===== src/rtl/mem_stage_lsu_pkg.sv =====
// Shared encodings for the load/store memory stage: memory actions, RISC-V
// load/store funct3 codes, FSM states and the access-size helper.
package mem_stage_lsu_pkg;

  localparam logic [1:0] MEM_ACTION_NONE  = 2'd0;
  localparam logic [1:0] MEM_ACTION_LOAD  = 2'd1;
  localparam logic [1:0] MEM_ACTION_STORE = 2'd2;

  localparam logic [2:0] FUNCT3_LB  = 3'b000;
  localparam logic [2:0] FUNCT3_LH  = 3'b001;
  localparam logic [2:0] FUNCT3_LW  = 3'b010;
  localparam logic [2:0] FUNCT3_LD  = 3'b011;
  localparam logic [2:0] FUNCT3_LBU = 3'b100;
  localparam logic [2:0] FUNCT3_LHU = 3'b101;
  localparam logic [2:0] FUNCT3_LWU = 3'b110;

  localparam logic [2:0] FUNCT3_SB  = 3'b000;
  localparam logic [2:0] FUNCT3_SH  = 3'b001;
  localparam logic [2:0] FUNCT3_SW  = 3'b010;
  localparam logic [2:0] FUNCT3_SD  = 3'b011;

  typedef enum logic [1:0] {
    ST_IDLE   = 2'd0,
    ST_ACCESS = 2'd1,
    ST_RESP   = 2'd2
  } lsu_state_t;

  // Access size minus one; the low two funct3 bits encode log2(size) for
  // both loads and stores.
  function automatic logic [3:0] funct3_bytes_m1(input logic [2:0] funct3);
    logic [3:0] bytes_m1;
    case (funct3[1:0])
      2'd0:    bytes_m1 = 4'd0;
      2'd1:    bytes_m1 = 4'd1;
      2'd2:    bytes_m1 = 4'd3;
      default: bytes_m1 = 4'd7;
    endcase
    return bytes_m1;
  endfunction

endpackage


===== src/rtl/mem_stage_lsu_lane_align.sv =====
// Combinational byte-lane steering: store data/strobe placement by address
// offset, and load data shift with sign/zero extension.
module mem_lane_align
  import mem_stage_lsu_pkg::*;
#(
  parameter int XLEN  = 64,
  parameter int NB    = XLEN / 8,
  parameter int OFF_W = $clog2(XLEN / 8)
) (
  input  logic [OFF_W-1:0] st_off,
  input  logic [2:0]       st_funct3,
  input  logic [XLEN-1:0]  st_data,
  output logic [NB-1:0]    st_wstrb,
  output logic [XLEN-1:0]  st_wdata,
  input  logic [OFF_W-1:0] ld_off,
  input  logic [2:0]       ld_funct3,
  input  logic [XLEN-1:0]  ld_rdata,
  output logic [XLEN-1:0]  ld_data
);

  logic [3:0]      st_bytes_m1;
  logic [NB-1:0]   byte_en;
  logic [XLEN-1:0] st_masked;
  logic [XLEN-1:0] ld_shifted;

  assign st_bytes_m1 = funct3_bytes_m1(st_funct3);

  // Enable the low (size) byte lanes before shifting them into position.
  for (genvar gi = 0; gi < NB; gi++) begin : g_lane
    assign byte_en[gi]             = (4'(gi) <= st_bytes_m1);
    assign st_masked[gi*8 +: 8]    = byte_en[gi] ? st_data[gi*8 +: 8] : 8'h00;
  end

  assign st_wstrb   = byte_en << st_off;
  assign st_wdata   = st_masked << {st_off, 3'b000};
  assign ld_shifted = ld_rdata >> {ld_off, 3'b000};

  always_comb begin
    ld_data = '0;
    case (ld_funct3)
      FUNCT3_LB:  ld_data = XLEN'(signed'(ld_shifted[7:0]));
      FUNCT3_LH:  ld_data = XLEN'(signed'(ld_shifted[15:0]));
      FUNCT3_LW:  ld_data = XLEN'(signed'(ld_shifted[31:0]));
      FUNCT3_LD:  ld_data = ld_shifted;
      FUNCT3_LBU: ld_data = XLEN'(ld_shifted[7:0]);
      FUNCT3_LHU: ld_data = XLEN'(ld_shifted[15:0]);
      FUNCT3_LWU: ld_data = XLEN'(ld_shifted[31:0]);
      default:    ld_data = '0;
    endcase
  end

endmodule


===== src/rtl/mem_stage_lsu.sv =====
// Load/store memory stage: accepts one executed instruction, performs at most
// one DCache access for it and hands the result to write-back.
module mem_stage_lsu
  import mem_stage_lsu_pkg::*;
#(
  parameter int XLEN        = 64,
  parameter int ADDR_W      = 64,
  parameter int RIDX_W      = 5,
  parameter int ALIGN_CHECK = 1
) (
  input  logic              clk,
  input  logic              rst,
  input  logic              i_ex_req,
  output logic              o_ex_ack,
  input  logic [1:0]        i_memaction,
  input  logic [2:0]        i_funct3,
  input  logic [ADDR_W-1:0] i_addr,
  input  logic [XLEN-1:0]   i_op2,
  input  logic [ADDR_W-1:0] i_pc,
  input  logic [31:0]       i_inst,
  input  logic [RIDX_W-1:0] i_rd,
  input  logic              i_rd_wen,
  input  logic [XLEN-1:0]   i_rd_wdata,
  input  logic              i_nocmt,
  input  logic              i_skipcmt,
  output logic              o_wb_req,
  input  logic              i_wb_ack,
  output logic [ADDR_W-1:0] o_pc,
  output logic [31:0]       o_inst,
  output logic [RIDX_W-1:0] o_rd,
  output logic              o_rd_wen,
  output logic [XLEN-1:0]   o_rd_wdata,
  output logic              o_nocmt,
  output logic              o_skipcmt,
  output logic              o_misalign,
  output logic              o_dcache_req,
  output logic [ADDR_W-1:0] o_dcache_addr,
  output logic              o_dcache_op,
  output logic [3:0]        o_dcache_bytes,
  output logic [XLEN/8-1:0] o_dcache_wstrb,
  output logic [XLEN-1:0]   o_dcache_wdata,
  input  logic              i_dcache_ack,
  input  logic [XLEN-1:0]   i_dcache_rdata
);

  localparam int NB    = XLEN / 8;
  localparam int OFF_W = $clog2(NB);

  lsu_state_t state_reg;

  // Instruction fields held while the DCache access is outstanding.
  logic [2:0]        funct3_reg;
  logic [OFF_W-1:0]  off_reg;
  logic              is_load_reg;
  logic [ADDR_W-1:0] pc_reg;
  logic [31:0]       inst_reg;
  logic [RIDX_W-1:0] rd_reg;
  logic              rd_wen_reg;
  logic [XLEN-1:0]   rd_wdata_reg;
  logic              nocmt_reg;
  logic              skipcmt_reg;

  logic              wb_req_reg;
  logic [ADDR_W-1:0] res_pc_reg;
  logic [31:0]       res_inst_reg;
  logic [RIDX_W-1:0] res_rd_reg;
  logic              res_rd_wen_reg;
  logic [XLEN-1:0]   res_rd_wdata_reg;
  logic              res_nocmt_reg;
  logic              res_skipcmt_reg;
  logic              res_misalign_reg;

  logic              dc_req_reg;
  logic [ADDR_W-1:0] dc_addr_reg;
  logic              dc_op_reg;
  logic [3:0]        dc_bytes_reg;
  logic [NB-1:0]     dc_wstrb_reg;
  logic [XLEN-1:0]   dc_wdata_reg;

  logic            accept;
  logic            is_load_in;
  logic            is_store_in;
  logic [3:0]      bytes_m1_in;
  logic            misaligned_in;
  logic            illegal_in;
  logic            fault_in;
  logic [NB-1:0]   st_wstrb;
  logic [XLEN-1:0] st_wdata;
  logic [XLEN-1:0] ld_data;

  assign o_ex_ack = (state_reg == ST_IDLE) | ((state_reg == ST_RESP) & i_wb_ack);
  assign accept   = i_ex_req & o_ex_ack;

  assign is_load_in    = (i_memaction == MEM_ACTION_LOAD);
  assign is_store_in   = (i_memaction == MEM_ACTION_STORE);
  assign bytes_m1_in   = funct3_bytes_m1(i_funct3);
  assign misaligned_in = (i_addr[2:0] & bytes_m1_in[2:0]) != 3'b000;
  assign illegal_in    = (XLEN == 32) &&
                         ((is_load_in && (i_funct3 == FUNCT3_LD || i_funct3 == FUNCT3_LWU)) ||
                          (is_store_in && i_funct3 == FUNCT3_SD));
  assign fault_in      = (ALIGN_CHECK != 0) && (is_load_in || is_store_in) &&
                         (misaligned_in || illegal_in);

  mem_lane_align #(.XLEN(XLEN)) u_lane_align (
    .st_off    (i_addr[OFF_W-1:0]),
    .st_funct3 (i_funct3),
    .st_data   (i_op2),
    .st_wstrb  (st_wstrb),
    .st_wdata  (st_wdata),
    .ld_off    (off_reg),
    .ld_funct3 (funct3_reg),
    .ld_rdata  (i_dcache_rdata),
    .ld_data   (ld_data)
  );

  always_ff @(posedge clk) begin
    if (rst) begin
      state_reg        <= ST_IDLE;
      funct3_reg       <= '0;
      off_reg          <= '0;
      is_load_reg      <= 1'b0;
      pc_reg           <= '0;
      inst_reg         <= '0;
      rd_reg           <= '0;
      rd_wen_reg       <= 1'b0;
      rd_wdata_reg     <= '0;
      nocmt_reg        <= 1'b0;
      skipcmt_reg      <= 1'b0;
      wb_req_reg       <= 1'b0;
      res_pc_reg       <= '0;
      res_inst_reg     <= '0;
      res_rd_reg       <= '0;
      res_rd_wen_reg   <= 1'b0;
      res_rd_wdata_reg <= '0;
      res_nocmt_reg    <= 1'b0;
      res_skipcmt_reg  <= 1'b0;
      res_misalign_reg <= 1'b0;
      dc_req_reg       <= 1'b0;
      dc_addr_reg      <= '0;
      dc_op_reg        <= 1'b0;
      dc_bytes_reg     <= '0;
      dc_wstrb_reg     <= '0;
      dc_wdata_reg     <= '0;
    end else begin
      case (state_reg)
        ST_ACCESS: begin
          if (i_dcache_ack) begin
            state_reg        <= ST_RESP;
            dc_req_reg       <= 1'b0;
            dc_addr_reg      <= '0;
            dc_op_reg        <= 1'b0;
            dc_bytes_reg     <= '0;
            dc_wstrb_reg     <= '0;
            dc_wdata_reg     <= '0;
            wb_req_reg       <= 1'b1;
            res_pc_reg       <= pc_reg;
            res_inst_reg     <= inst_reg;
            res_rd_reg       <= rd_reg;
            res_rd_wen_reg   <= rd_wen_reg;
            res_rd_wdata_reg <= is_load_reg ? ld_data : rd_wdata_reg;
            res_nocmt_reg    <= nocmt_reg;
            res_skipcmt_reg  <= skipcmt_reg;
            res_misalign_reg <= 1'b0;
          end
        end
        ST_RESP: begin
          // Results read as zero outside RESP; a same-cycle accept below
          // overrides this clear.
          if (i_wb_ack) begin
            state_reg        <= ST_IDLE;
            wb_req_reg       <= 1'b0;
            res_pc_reg       <= '0;
            res_inst_reg     <= '0;
            res_rd_reg       <= '0;
            res_rd_wen_reg   <= 1'b0;
            res_rd_wdata_reg <= '0;
            res_nocmt_reg    <= 1'b0;
            res_skipcmt_reg  <= 1'b0;
            res_misalign_reg <= 1'b0;
          end
        end
        default: ;
      endcase

      if (accept) begin
        funct3_reg   <= i_funct3;
        off_reg      <= i_addr[OFF_W-1:0];
        is_load_reg  <= is_load_in;
        pc_reg       <= i_pc;
        inst_reg     <= i_inst;
        rd_reg       <= i_rd;
        rd_wen_reg   <= i_rd_wen;
        rd_wdata_reg <= i_rd_wdata;
        nocmt_reg    <= i_nocmt;
        skipcmt_reg  <= i_skipcmt;
        if (!(is_load_in || is_store_in) || fault_in) begin
          state_reg        <= ST_RESP;
          wb_req_reg       <= 1'b1;
          res_pc_reg       <= i_pc;
          res_inst_reg     <= i_inst;
          res_rd_reg       <= i_rd;
          res_rd_wen_reg   <= i_rd_wen & ~fault_in;
          res_rd_wdata_reg <= i_rd_wdata;
          res_nocmt_reg    <= i_nocmt;
          res_skipcmt_reg  <= i_skipcmt;
          res_misalign_reg <= fault_in;
        end else begin
          state_reg    <= ST_ACCESS;
          dc_req_reg   <= 1'b1;
          dc_addr_reg  <= i_addr;
          dc_op_reg    <= is_store_in;
          dc_bytes_reg <= bytes_m1_in;
          dc_wstrb_reg <= is_store_in ? st_wstrb : '0;
          dc_wdata_reg <= is_store_in ? st_wdata : '0;
        end
      end
    end
  end

  assign o_wb_req       = wb_req_reg;
  assign o_pc           = res_pc_reg;
  assign o_inst         = res_inst_reg;
  assign o_rd           = res_rd_reg;
  assign o_rd_wen       = res_rd_wen_reg;
  assign o_rd_wdata     = res_rd_wdata_reg;
  assign o_nocmt        = res_nocmt_reg;
  assign o_skipcmt      = res_skipcmt_reg;
  assign o_misalign     = res_misalign_reg;
  assign o_dcache_req   = dc_req_reg;
  assign o_dcache_addr  = dc_addr_reg;
  assign o_dcache_op    = dc_op_reg;
  assign o_dcache_bytes = dc_bytes_reg;
  assign o_dcache_wstrb = dc_wstrb_reg;
  assign o_dcache_wdata = dc_wdata_reg;

endmodule


===== config.mk =====
export PLATFORM = sky130hd
export DESIGN_NAME = mem_stage_lsu
export DESIGN_NICKNAME = d
export VERILOG_FILES = /design/src/rtl/mem_stage_lsu_pkg.sv /design/src/rtl/mem_stage_lsu_lane_align.sv /design/src/rtl/mem_stage_lsu.sv
export SDC_FILE = /design/constraint.sdc
export NUM_CORES = 1
export LEC_CHECK = 0
export ABC_AREA = 1
export CORE_AREA = 4 4 265 267
export DETAILED_ROUTE_END_ITERATION = 6
export DIE_AREA = 0 0 269 271
export GPL_ROUTABILITY_DRIVEN = 0
export PLACE_DENSITY = 0.66
export SYNTH_ARGS = -nofsm -noshare
export SYNTH_HDL_FRONTEND = slang
export SYNTH_HIERARCHICAL = 1
export SYNTH_SLANG_ARGS = --single-unit

===== constraint.sdc =====
create_clock -name clk -period 2 [get_ports clk]
set_input_delay 0.4 -clock clk [delete_from_list [all_inputs] [get_ports clk]]
set_output_delay 0.4 -clock clk [all_outputs]
set_load 0.03 [all_outputs]

=== Word level (Yosys, flattened, before mapping) ===
Index checks and enable logic that the tools add are counted.

* Memories kept: 0
* Output and inout port bits: 313
* Word-level logic and storage cells: 154
* ROM bits: 0
* Bits in latches: 0
* RAM bits: 0
* Bits in registers: 489

* Divide/modulo/power cells: 0
* Shift operators: 3
* Bitwise operators: 6
* Eq/ne operators: 14
* Multiplexer cells: 87
* Add/subtract/negate cells: 0
* Reductions and logical operators: 10
* $mul: 0
* Magnitude comparators: 8

{| class="wikitable"
|+ Operators by type and width
! kind !! number
|-
| 2-to-1 mux 64 bit || 18
|-
| case mux 64 bit (7 select lines) || 1
|-
| case mux 64 bit (2 select lines) || 2
|-
| 2-to-1 mux 32 bit || 4
|-
| 2-to-1 mux 8 bit || 13
|-
| case mux 32 bit (2 select lines) || 1
|-
| << shifter 64 x 6 -> 64 bit || 1
|-
| right shift 64 x 6 -> 64 bit || 1
|-
| 2-to-1 mux 1 bit || 28
|-
| 2-to-1 mux 5 bit || 4
|-
| 2-to-1 mux 4 bit || 4
|-
| less-or-equal comparator 3 bit (first input constant) || 4
|-
| case mux 1 bit (2 select lines) || 5
|-
| case mux 5 bit (2 select lines) || 1
|-
| equality test 3 bit (second input constant) || 3
|-
| case mux 3 bit (3 select lines) || 1
|-
| 2-to-1 mux 2 bit || 4
|-
| << shifter 8 x 3 -> 8 bit || 1
|-
| equality test 2 x 1 -> 1 bit (second input constant) || 3
|-
| equality test 2 bit (second input constant) || 3
|-
| equality test 3 x 2 -> 1 bit (second input constant) || 2
|-
| less-or-equal comparator 1 x 3 -> 1 bit (first input constant) || 2
|-
| less-or-equal comparator 2 x 3 -> 1 bit (first input constant) || 2
|-
| inequality test 3 bit (second input constant) || 2
|-
| 13 further kinds || 18
|}

=== Logic depth before layout (Yosys ltp) ===
Gate-level depths: netlist of the first run.

* Depth after elaboration: 9
* Gate-level depth with buffers: 17

=== Cells and area by module ===
The synthesis of the first run kept the hierarchy.

{| class="wikitable"
|+ By module, submodules not included
! module !! sequential area each (sq um) !! cells an instance !! instances !! area each (sq um)
|-
| mem_stage_lsu || 9789.4 || 3336 || 1 || 22255.1
|-
| mem_lane_align || 0.0 || 948 || 1 || 4336.7
|}

=== Least setup slack after synthesis of the first run ===
Ideal clock, no wire load.

* Path type: flip-flop to flip-flop
* Start point: reg state_reg[0]
* End point: reg dc_wdata_reg[59], in the netlist o_dcache_wdata[59]
* Path buffers: 3
* Required time: 1.930 ns
* Arrival time: 1.790 ns
* Path slack: 0.140 ns
* Stages on the path, launching flop included: 11
* Library setup time: 0.070 ns
* Path through: dfxtp_1 > inv_1 > ha_1 > nand2_1 > nand2_1 > nand2_2 > buf_4 > buf_2 > buf_2 > nand2_1 > a21oi_1

* Cells in the longest elaborated chain, start to end: 5
* Elaborated cells on any way between the ends: 9
* Those cells by class: eq/ne (2); mux (3); bitwise (3); reduce/logical (1)

{| class="wikitable"
|+ RTL lines
! what !! line !! source
|-
| from (decl) || mem_stage_lsu.sv:49 || <nowiki>lsu_state_t state_reg;</nowiki>
|-
| from (signal assigned) || mem_stage_lsu.sv:118 || <nowiki>state_reg <= ST_IDLE;</nowiki>
|-
| from (signal assigned) || mem_stage_lsu.sv:148 || <nowiki>state_reg <= ST_RESP;</nowiki>
|-
| from (signal assigned) || mem_stage_lsu.sv:170 || <nowiki>state_reg <= ST_IDLE;</nowiki>
|-
| equality test 2 bit || mem_stage_lsu.sv:91 || <nowiki>assign o_ex_ack = (state_reg == ST_IDLE) | ((state_reg == ST_RESP) & i_wb_ack);</nowiki>
|-
| bitwise AND 1 bit || mem_stage_lsu.sv:91 ||
|-
| bitwise OR 1 bit * || mem_stage_lsu.sv:91 ||
|-
| net o_ex_ack || mem_stage_lsu.sv:14 || <nowiki>output logic o_ex_ack,</nowiki>
|-
| bitwise AND 1 bit * || mem_stage_lsu.sv:92 || <nowiki>assign accept = i_ex_req & o_ex_ack;</nowiki>
|-
| 2-to-1 mux 64 bit * || mem_stage_lsu.sv:185 || <nowiki>if (accept) begin</nowiki>
|-
| to (signal assigned) || mem_stage_lsu.sv:214 || <nowiki>dc_wdata_reg <= is_store_in ? st_wdata : '0;</nowiki>
|-
| to (decl) || mem_stage_lsu.sv:78 || <nowiki>logic [XLEN-1:0] dc_wdata_reg;</nowiki>
|}

Mark *: on every way through the listed nets, which the timed path passes. The rest lies on a longest branch.
A chain may end at the register's enable or synchronous reset.

=== Worst setup path after layout of the first run ===
* Start point: reg state_reg[1]
* End point: out o_ex_ack

* Cells in the longest elaborated chain, start to end: 3
* Elaborated cells on any way between the ends: 4
* Those cells by class: eq/ne (1); bitwise (2); reduce/logical (1)

{| class="wikitable"
|+ RTL lines
! what !! line
|-
| equality test 2 bit || mem_stage_lsu.sv:91
|-
| bitwise AND 1 bit || mem_stage_lsu.sv:91
|-
| bitwise OR 1 bit * || mem_stage_lsu.sv:91
|-
| to (decl) || mem_stage_lsu.sv:14
|}

Every way passes the cells marked *; elsewhere a longest branch is shown, timed or not.

==> summary.md, run 1 <==
| Metric | Value |
|---|---|
| Power density over the cells | 791.0 nW/µm² |
| Worst setup EP type | primary output |
| R2R Path Start | off_reg[0] |
| Die area | around 73,000 µm² |
| CTS buffer count | 54 |
| Die H | 271 µm |
| CTS Buffer Depth | 3 |
| Pleak | 18.45 nW |
| Asr flop ratio synth | 0 |
| Outcome | finished clean |
| RSZ-0062 raised after global routing | yes |
| Wirelength, routed | 113,400 µm |
| Post-synth EDFFs | 0 |
| Top cells by area, synth | dfxtp_1, nand2_1, a21oi_1, o21ai_0, nand3_1 |
| Number of port buffers | slightly below 700 |
| Vias | about 32,000 |
| H-tree levels | 2 |
| Post-DRT Antenna Nets | 0 |
| Placed Cells | a little under 6,000 |
| Final Hold Viols | 0 |
| Largest area contributor in the netlist | dfxtp_1 |
| Area Growth Syn to Fin | 45.69% |
| Clock latency on the worst-skew pair | around 0.63 ns |
| Final period util | 0.9980 |
| Top cell type's share of synthesized area | 0.3681 |
| Slack of the worst reg-to-reg path | ~0.02 ns |
| Initial antenna violation count | 12 |
| Max cap viols | 0 |
| Pre-antenna DRT Iters | 6 |
| FMAX | approximately 500 MHz |
| Mapped Cells | about 4,300 |
| # IOs | between 600 and 700 |
| Clock tree sinks | 489 |
| Final setup fails | 0 |
| Max-slew headroom | 0.4352 |
| Final min period | approximately 2 ns |
| Worst setup path startpoint | state_reg[1] |
| Largest fanout on the critical path | 4 |
| Root Buffer | clkbuf_16 |
| Hpwl dp | 81,920 µm |
| Mean Syn Cell Area | approximately 6.2 µm² |
| Worst setup path endpoint | o_ex_ack |
| Vias in the first global route | 29,281 |
| Std cell rows | 96 |
| Fin worst setup slack | ~0.004 ns |
| Synthesis-stage register bit count | 489 |
| Tightest Pin Transition | around 0.85 ns |
| R2R Path End | o_rd_wdata[26] |
| Startpoint Class | flip-flop |
| Worst EP required | 1.60 ns |
| Routed vias/inst | approximately 5.3 |
| Post-synthesis cell area | ~27,000 µm² |
| Initial core utilization | 0.3905 |
| HP Class | in -> reg |
| Layout cell share with drive strength beyond 1 | 0.1201 |
| Gr ovfl total | 0 |
| Clock transition at path regs | ~0.06 ns |
| Critical Path AT | roughly 1.6 ns |
| Non-filler instance count after layout | around 6,000 |
| R2R cell count | 14 |
| Seq/Total Area, Yosys | 0.3681 |
| Drt initial violations | 3,078 |
| Synth Flop Type | dfxtp_1 |
| Largest net degree at the start of global routing | between 150 and 200 |
| All-layer global routing usage | 0.2928 |
| First-pass GRT wire length | 169,300 µm |
| DRC | 0 |
| Max IR drop VDD | 0.7394 mV |
| Die W | between 200 and 300 µm |
| Max-slew violations | 0 |
| Core Box Area | 68,110 µm² |
| WHS | 0.2710 ns |
| Nets@finish | around 5,400 |
| Ys Warns | 6 |
| Syn Nets | ~4,700 |
| DR WL/cell | approximately 19 µm |
| Worst Skew | 0.03416 ns |
| TritonCTS clock tree | done |
| Critical path class | reg -> out |
| Yosys cell types | 36 |
| Worst slack at placement | -0.6331 ns |
[how the worst min path moves through the flow]
stage	start	to	slack, ns	cells after the start
detailed placement	o_dcache_bytes[3]	o_dcache_bytes[3]	0.44	2
global placement	o_dcache_bytes[3]	o_dcache_bytes[3]	0.43	2
CTS	rst	pc_reg[22]	0.24	3
finish	rst	o_pc[35]	0.27	3
global route	rst	pc_reg[38]	0.26	3
floorplan	rd_wdata_reg[31]	rd_wdata_reg[31]	0.43	2
[layout make-up]
cell class	count	area, µm²
Antenna cell	10	25.02
Tap cell	882	1104
Clock buffer	74	1548
Multi-Input combinational cell	3199	14580
Inverter	233	894.6
Timing Repair inverter	1	7.507
Sequential cell	489	9802
Timing Repair Buffer	1092	10480
Clock inverter	23	301.5
Fill cell	6670	29360
[worst max-delay path, stage by stage, from the launching register on]
cell,delay [ns]
dfxtp_2,0.33
buf_6,0.11
ha_4,0.17
nand2_4,0.08
nand2_4,0.05
buf_6,0.11
buf_8,0.14
[placed cells by master, fill, tap and decap left out, types with 6 or more instances in the layout]
| cell type | netlist | routed |
|---|---|---|
| a21boi_0 | 74 | 74 |
| a21oi_1 | 496 | 483 |
| a21oi_2 | 0 | 13 |
| and2_1 | 7 | 7 |
| buf_12 | 0 | 69 |
| buf_4 | 22 | 327 |
| buf_6 | 7 | 13 |
| clkbuf_1 | 176 | 9 |
| clkbuf_16 | 0 | 57 |
| clkbuf_8 | 0 | 10 |
| clkdlybuf4s50_1 | 0 | 364 |
| clkinv_2 | 0 | 8 |
| clkinvlp_4 | 0 | 10 |
| dfxtp_1 | 489 | 483 |
| diode_2 | 0 | 10 |
| dlygate4sd2_1 | 0 | 308 |
| inv_1 | 223 | 218 |
| inv_2 | 7 | 9 |
| nand2_1 | 1675 | 1656 |
| nand2_2 | 6 | 18 |
| nand3_1 | 255 | 244 |
| nand3_2 | 4 | 12 |
| nand4_1 | 108 | 108 |
| nor2_1 | 198 | 195 |
| nor2_2 | 3 | 6 |
| nor3_1 | 10 | 9 |
| o211ai_1 | 38 | 38 |
| o21a_1 | 6 | 6 |
| o21ai_0 | 269 | 237 |
| o21ai_1 | 18 | 40 |
| o21ai_2 | 0 | 9 |
| o22ai_1 | 7 | 7 |
[cells in the mapped netlist, types with 4 or more instances]
cell         n
buf_6        7
ha_1         5
nand3_2      4
buf_4       22
nor2_1     198
and2_1       7
nor3_1      10
buf_2      141
inv_1      223
o21a_1       6
buf_1       18
or2_2        5
nand2_2      6
nand4_1    108
a21oi_1    496
a21boi_0    74
dfxtp_1    489
nand3_1    255
inv_2        7
o211ai_1    38
o22ai_1      7
o31ai_1      4
o21ai_1     18
o21ai_0    269
nand2_1   1675
clkbuf_1   176
[power by group]
part / leakage [nW] / switching (W) / internal (W)
Sequential: 4.01 / 0.000475 / 0.0105
Combinational: 13.6 / 0.00556 / 0.00360
Clock: 0.889 / 0.00438 / 0.00608
[per-layer routing]
metal	wire length (µm)	global-route usage	vias up
li1	-	-	15458
met1	44780	0.3584	14413
met2	52310	0.4764	1359
met3	9701	0.06839	302
met4	6597	0.1559	8
met5	55	0	-
[timing repair]
| action | 4_1_cts | 5_1_grt |
|---|---|---|
| endpoints found under the setup margin | 353 | 93 |
| cloned | 1 | 3 |
| pin swaps | 2 | 29 |
| gates resized for setup | 331 | 112 |
| hold buffers | 0 | 0 |
| buffers inserted | 2 | 11 |
[through the flow]
step	cell area, µm²	total power (W)	utilization	TNS, ns
2_1_floorplan	26590	0.01593	-	0
3_3_place_gp	36720	0.02026	0.5392	-163.39
3_5_place_dp	36720	0.02032	0.5392	-167.67
4_1_cts	38280	0.03056	0.5621	-0.08988
5_1_grt	38730	0.03202	0.5687	-2.632
6_report	38740	0.03064	0.5689	0
[logic make-up after synthesis]
family                     Yosys count  share of synthesized area
AOI/OAI and AO/OA                  917                     0.1854
adders and majority gates            5                   0.002353
buffers and inverters              597                    0.09599
DFF                                489                     0.3681
muxes                                2                  0.0007529
and+or+nand+nor                   2274                     0.3473
Power figures use the tool's default switching activity.
==> run 2: changes to the inputs <==
--- a/config.mk
+++ b/config.mk
@@ -7,6 +7,7 @@
 export LEC_CHECK = 0
 export ABC_AREA = 1
 export CORE_AREA = 4 4 265 267
+export CTS_CLUSTER_DIAMETER = 80
 export DETAILED_ROUTE_END_ITERATION = 6
 export DIE_AREA = 0 0 269 271
 export GPL_ROUTABILITY_DRIVEN = 0
==> run 2 against run 1 <==
Net effect:
- the flow now finishes with violations (negative setup slack)
- worst hold slack improved by 0.013 ns
- sequential power barely moved
- non-clock buffer count down 1
- combinational power barely moved
- total power is 0.51% higher
- largest power group unchanged
- clock-buffer cell count rose by 6
- setup slack got worse by 0.035 ns
- highest routed layer unchanged
- sequential cell count stayed put
- cell count hardly changed
- sequential share of layout area barely moved
- via count is 0.27% higher
- clock power about the same
==> summary.md, run 2 (synthesis results as in run 1) <==
| Metric | Value |
|---|---|
| Worst Skew | 0.01574 ns |
| Final setup fails | 3 |
| Max-slew headroom | 0.4122 |
| Max cap viols | 0 |
| Core Box Area | 68,110 µm² |
| Final period util | 1.016 |
| Die area | about 73,000 µm² |
| Die H | 271 µm |
| Critical path class | reg -> reg |
| Vias in the first global route | 29,235 |
| Largest net degree at the start of global routing | 174 |
| Vias | between 30,000 and 40,000 |
| Routed vias/inst | about 5.3 |
| Nets@finish | around 5,400 |
| Std cell rows | 96 |
| Root Buffer | clkbuf_16 |
| HP Class | in -> reg |
| Register area | around 9800 µm² |
| DRC | 0 |
| Die W | about 270 µm |
| Startpoint Class | flip-flop |
| CTS buffer count | 56 |
| Number of port buffers | ~700 |
| Initial antenna violation count | 13 |
| Initial core utilization | 0.3905 |
| CTS Buffer Depth | 3 |
| Tightest Pin Transition | about 0.88 ns |
| Worst EP required | approximately 2.6 ns |
| Final min period | between 2 and 2.5 ns |
| Area occupied by multi-input gates | approximately 15,000 µm² |
| Max-slew violations | 0 |
| FMAX | 492.3 MHz |
| Power density over the cells | between 700 and 800 nW/µm² |
| Clock tree sinks | 489 |
| DR WL/cell | about 19 µm |
| Fin worst setup slack | -0.03122 ns |
| Outcome | finished with violations |
| Most frequent cells in the layout | nand2_1, a21oi_1, dfxtp_1 |
| Max IR drop VDD | 0.7400 mV |
| Most common cell after layout, fill and taps aside | nand2_1 |
| Layout cell share with drive strength beyond 1 | 0.1172 |
| Clock latency on the worst-skew pair | between 0.6 and 0.7 ns |
| Wirelength, routed | between 100,000 and 150,000 µm |
| Core Util, Final | 0.5692 |
| Post-DRT Antenna Nets | 0 |
| Area Growth Syn to Fin | 45.77% |
| Pleak | about 18 nW |
| Hpwl dp | 81,920 µm |
| TritonCTS clock tree | done |
| All-layer global routing usage | 0.2927 |
| Pre-antenna DRT Iters | 6 |
| Worst setup EP type | flip-flop |
| First-pass GRT wire length | 169,400 µm |
| # IOs | 683 |
| Critical Path AT | between 2 and 3 ns |
| Total negative slack | -0.05589 ns |
| H-tree levels | 2 |
| Largest fanout on the critical path | 7 |
| Drt initial violations | between 3,000 and 4,000 |
| Count of hold-fix buffers inserted at cts | 0 |
| Gr ovfl total | 0 |
| Clock transition at path regs | 0.06 ns |
| Final Hold Viols | 0 |
| RSZ-0062 raised after global routing | yes |
| # fillers | 6,692 |
| Failing checks | negative setup slack |
run 2: critical path: stages (launching register included):
cell and delay (ns):
dfxtp_4 0.37, clkinvlp_4 0.17, buf_6 0.17, nand3_4 0.08, nand3_2 0.08, nand2_2 0.10
nand2_4 0.08, nand2_4 0.14, clkinvlp_4 0.22, nand2_1 0.11, nand2_1 0.09, a21oi_1 0.18
a21oi_1 0.05, nand2_1 0.07, nand2_1 0.04, inv_1 0.04
run 2: power breakdown:
group,switching [W],internal [W],leakage (nW)
Clock,0.00439,0.00625,0.927
Sequential,0.000473,0.0105,4.01
Combinational,0.00554,0.00361,13.6
run 2: cell type report:
class                   instances  share of cell area
flip-flops and latches        489              0.2529
repair buffers               1091              0.2710
clock inverters                20            0.006553
diodes                         10           0.0006456
multi-input cells            3198              0.3749
well taps                     882             0.02847
inverters                     233             0.02301
repair inverters                1           0.0001937
clock buffers                  80             0.04238
run 2: per-layer routing:
layer | vias up | global-route usage | wire length [µm]
met4 | 8 | 0.1559 | 6645
met3 | 306 | 0.06548 | 9953
met5 | - | 0 | 57
met2 | 1373 | 0.4777 | 52370
met1 | 14471 | 0.3589 | 44210
li1 | 15466 | - | -
run 2: what timing repair did:
| item | CTS | global route |
|---|---|---|
| endpoints found under the hold margin | 0 | 0 |
| pin swaps | 1 | 16 |
| setup endpoints to repair | 360 | 100 |
| resized for setup | 332 | 92 |
| buffers inserted | 0 | 11 |
| cloned | 1 | 3 |
run 2: final timing paths:
check / to / slack [ns] / start / cells past startpoint
max: o_rd_wdata[26] / -0.03 / off_reg[1] / 15
min: pc_reg[31] / 0.28 / rst / 3
max reg2reg: o_rd_wdata[26] / -0.03 / off_reg[1] / 15
min reg2reg: o_dcache_bytes[3] / 0.44 / o_dcache_bytes[3] / 2
run 2: stage by stage:
stage                     total power, W  cells  area [µm²]  hold WS (ns)  worst slack, ns
after global routing             0.03220   5999       38750        0.2722          -0.1269
after CTS                        0.03076   5980       38320        0.2421          -0.1019
after detailed placement         0.02032   5879       36720        0.4375          -0.6331
after global placement           0.02026   5879       36720        0.4330          -0.6850
final                            0.03080   6004       38760        0.2840         -0.03122
after floorplan                  0.01593   4284       26590        0.4318           0.1396
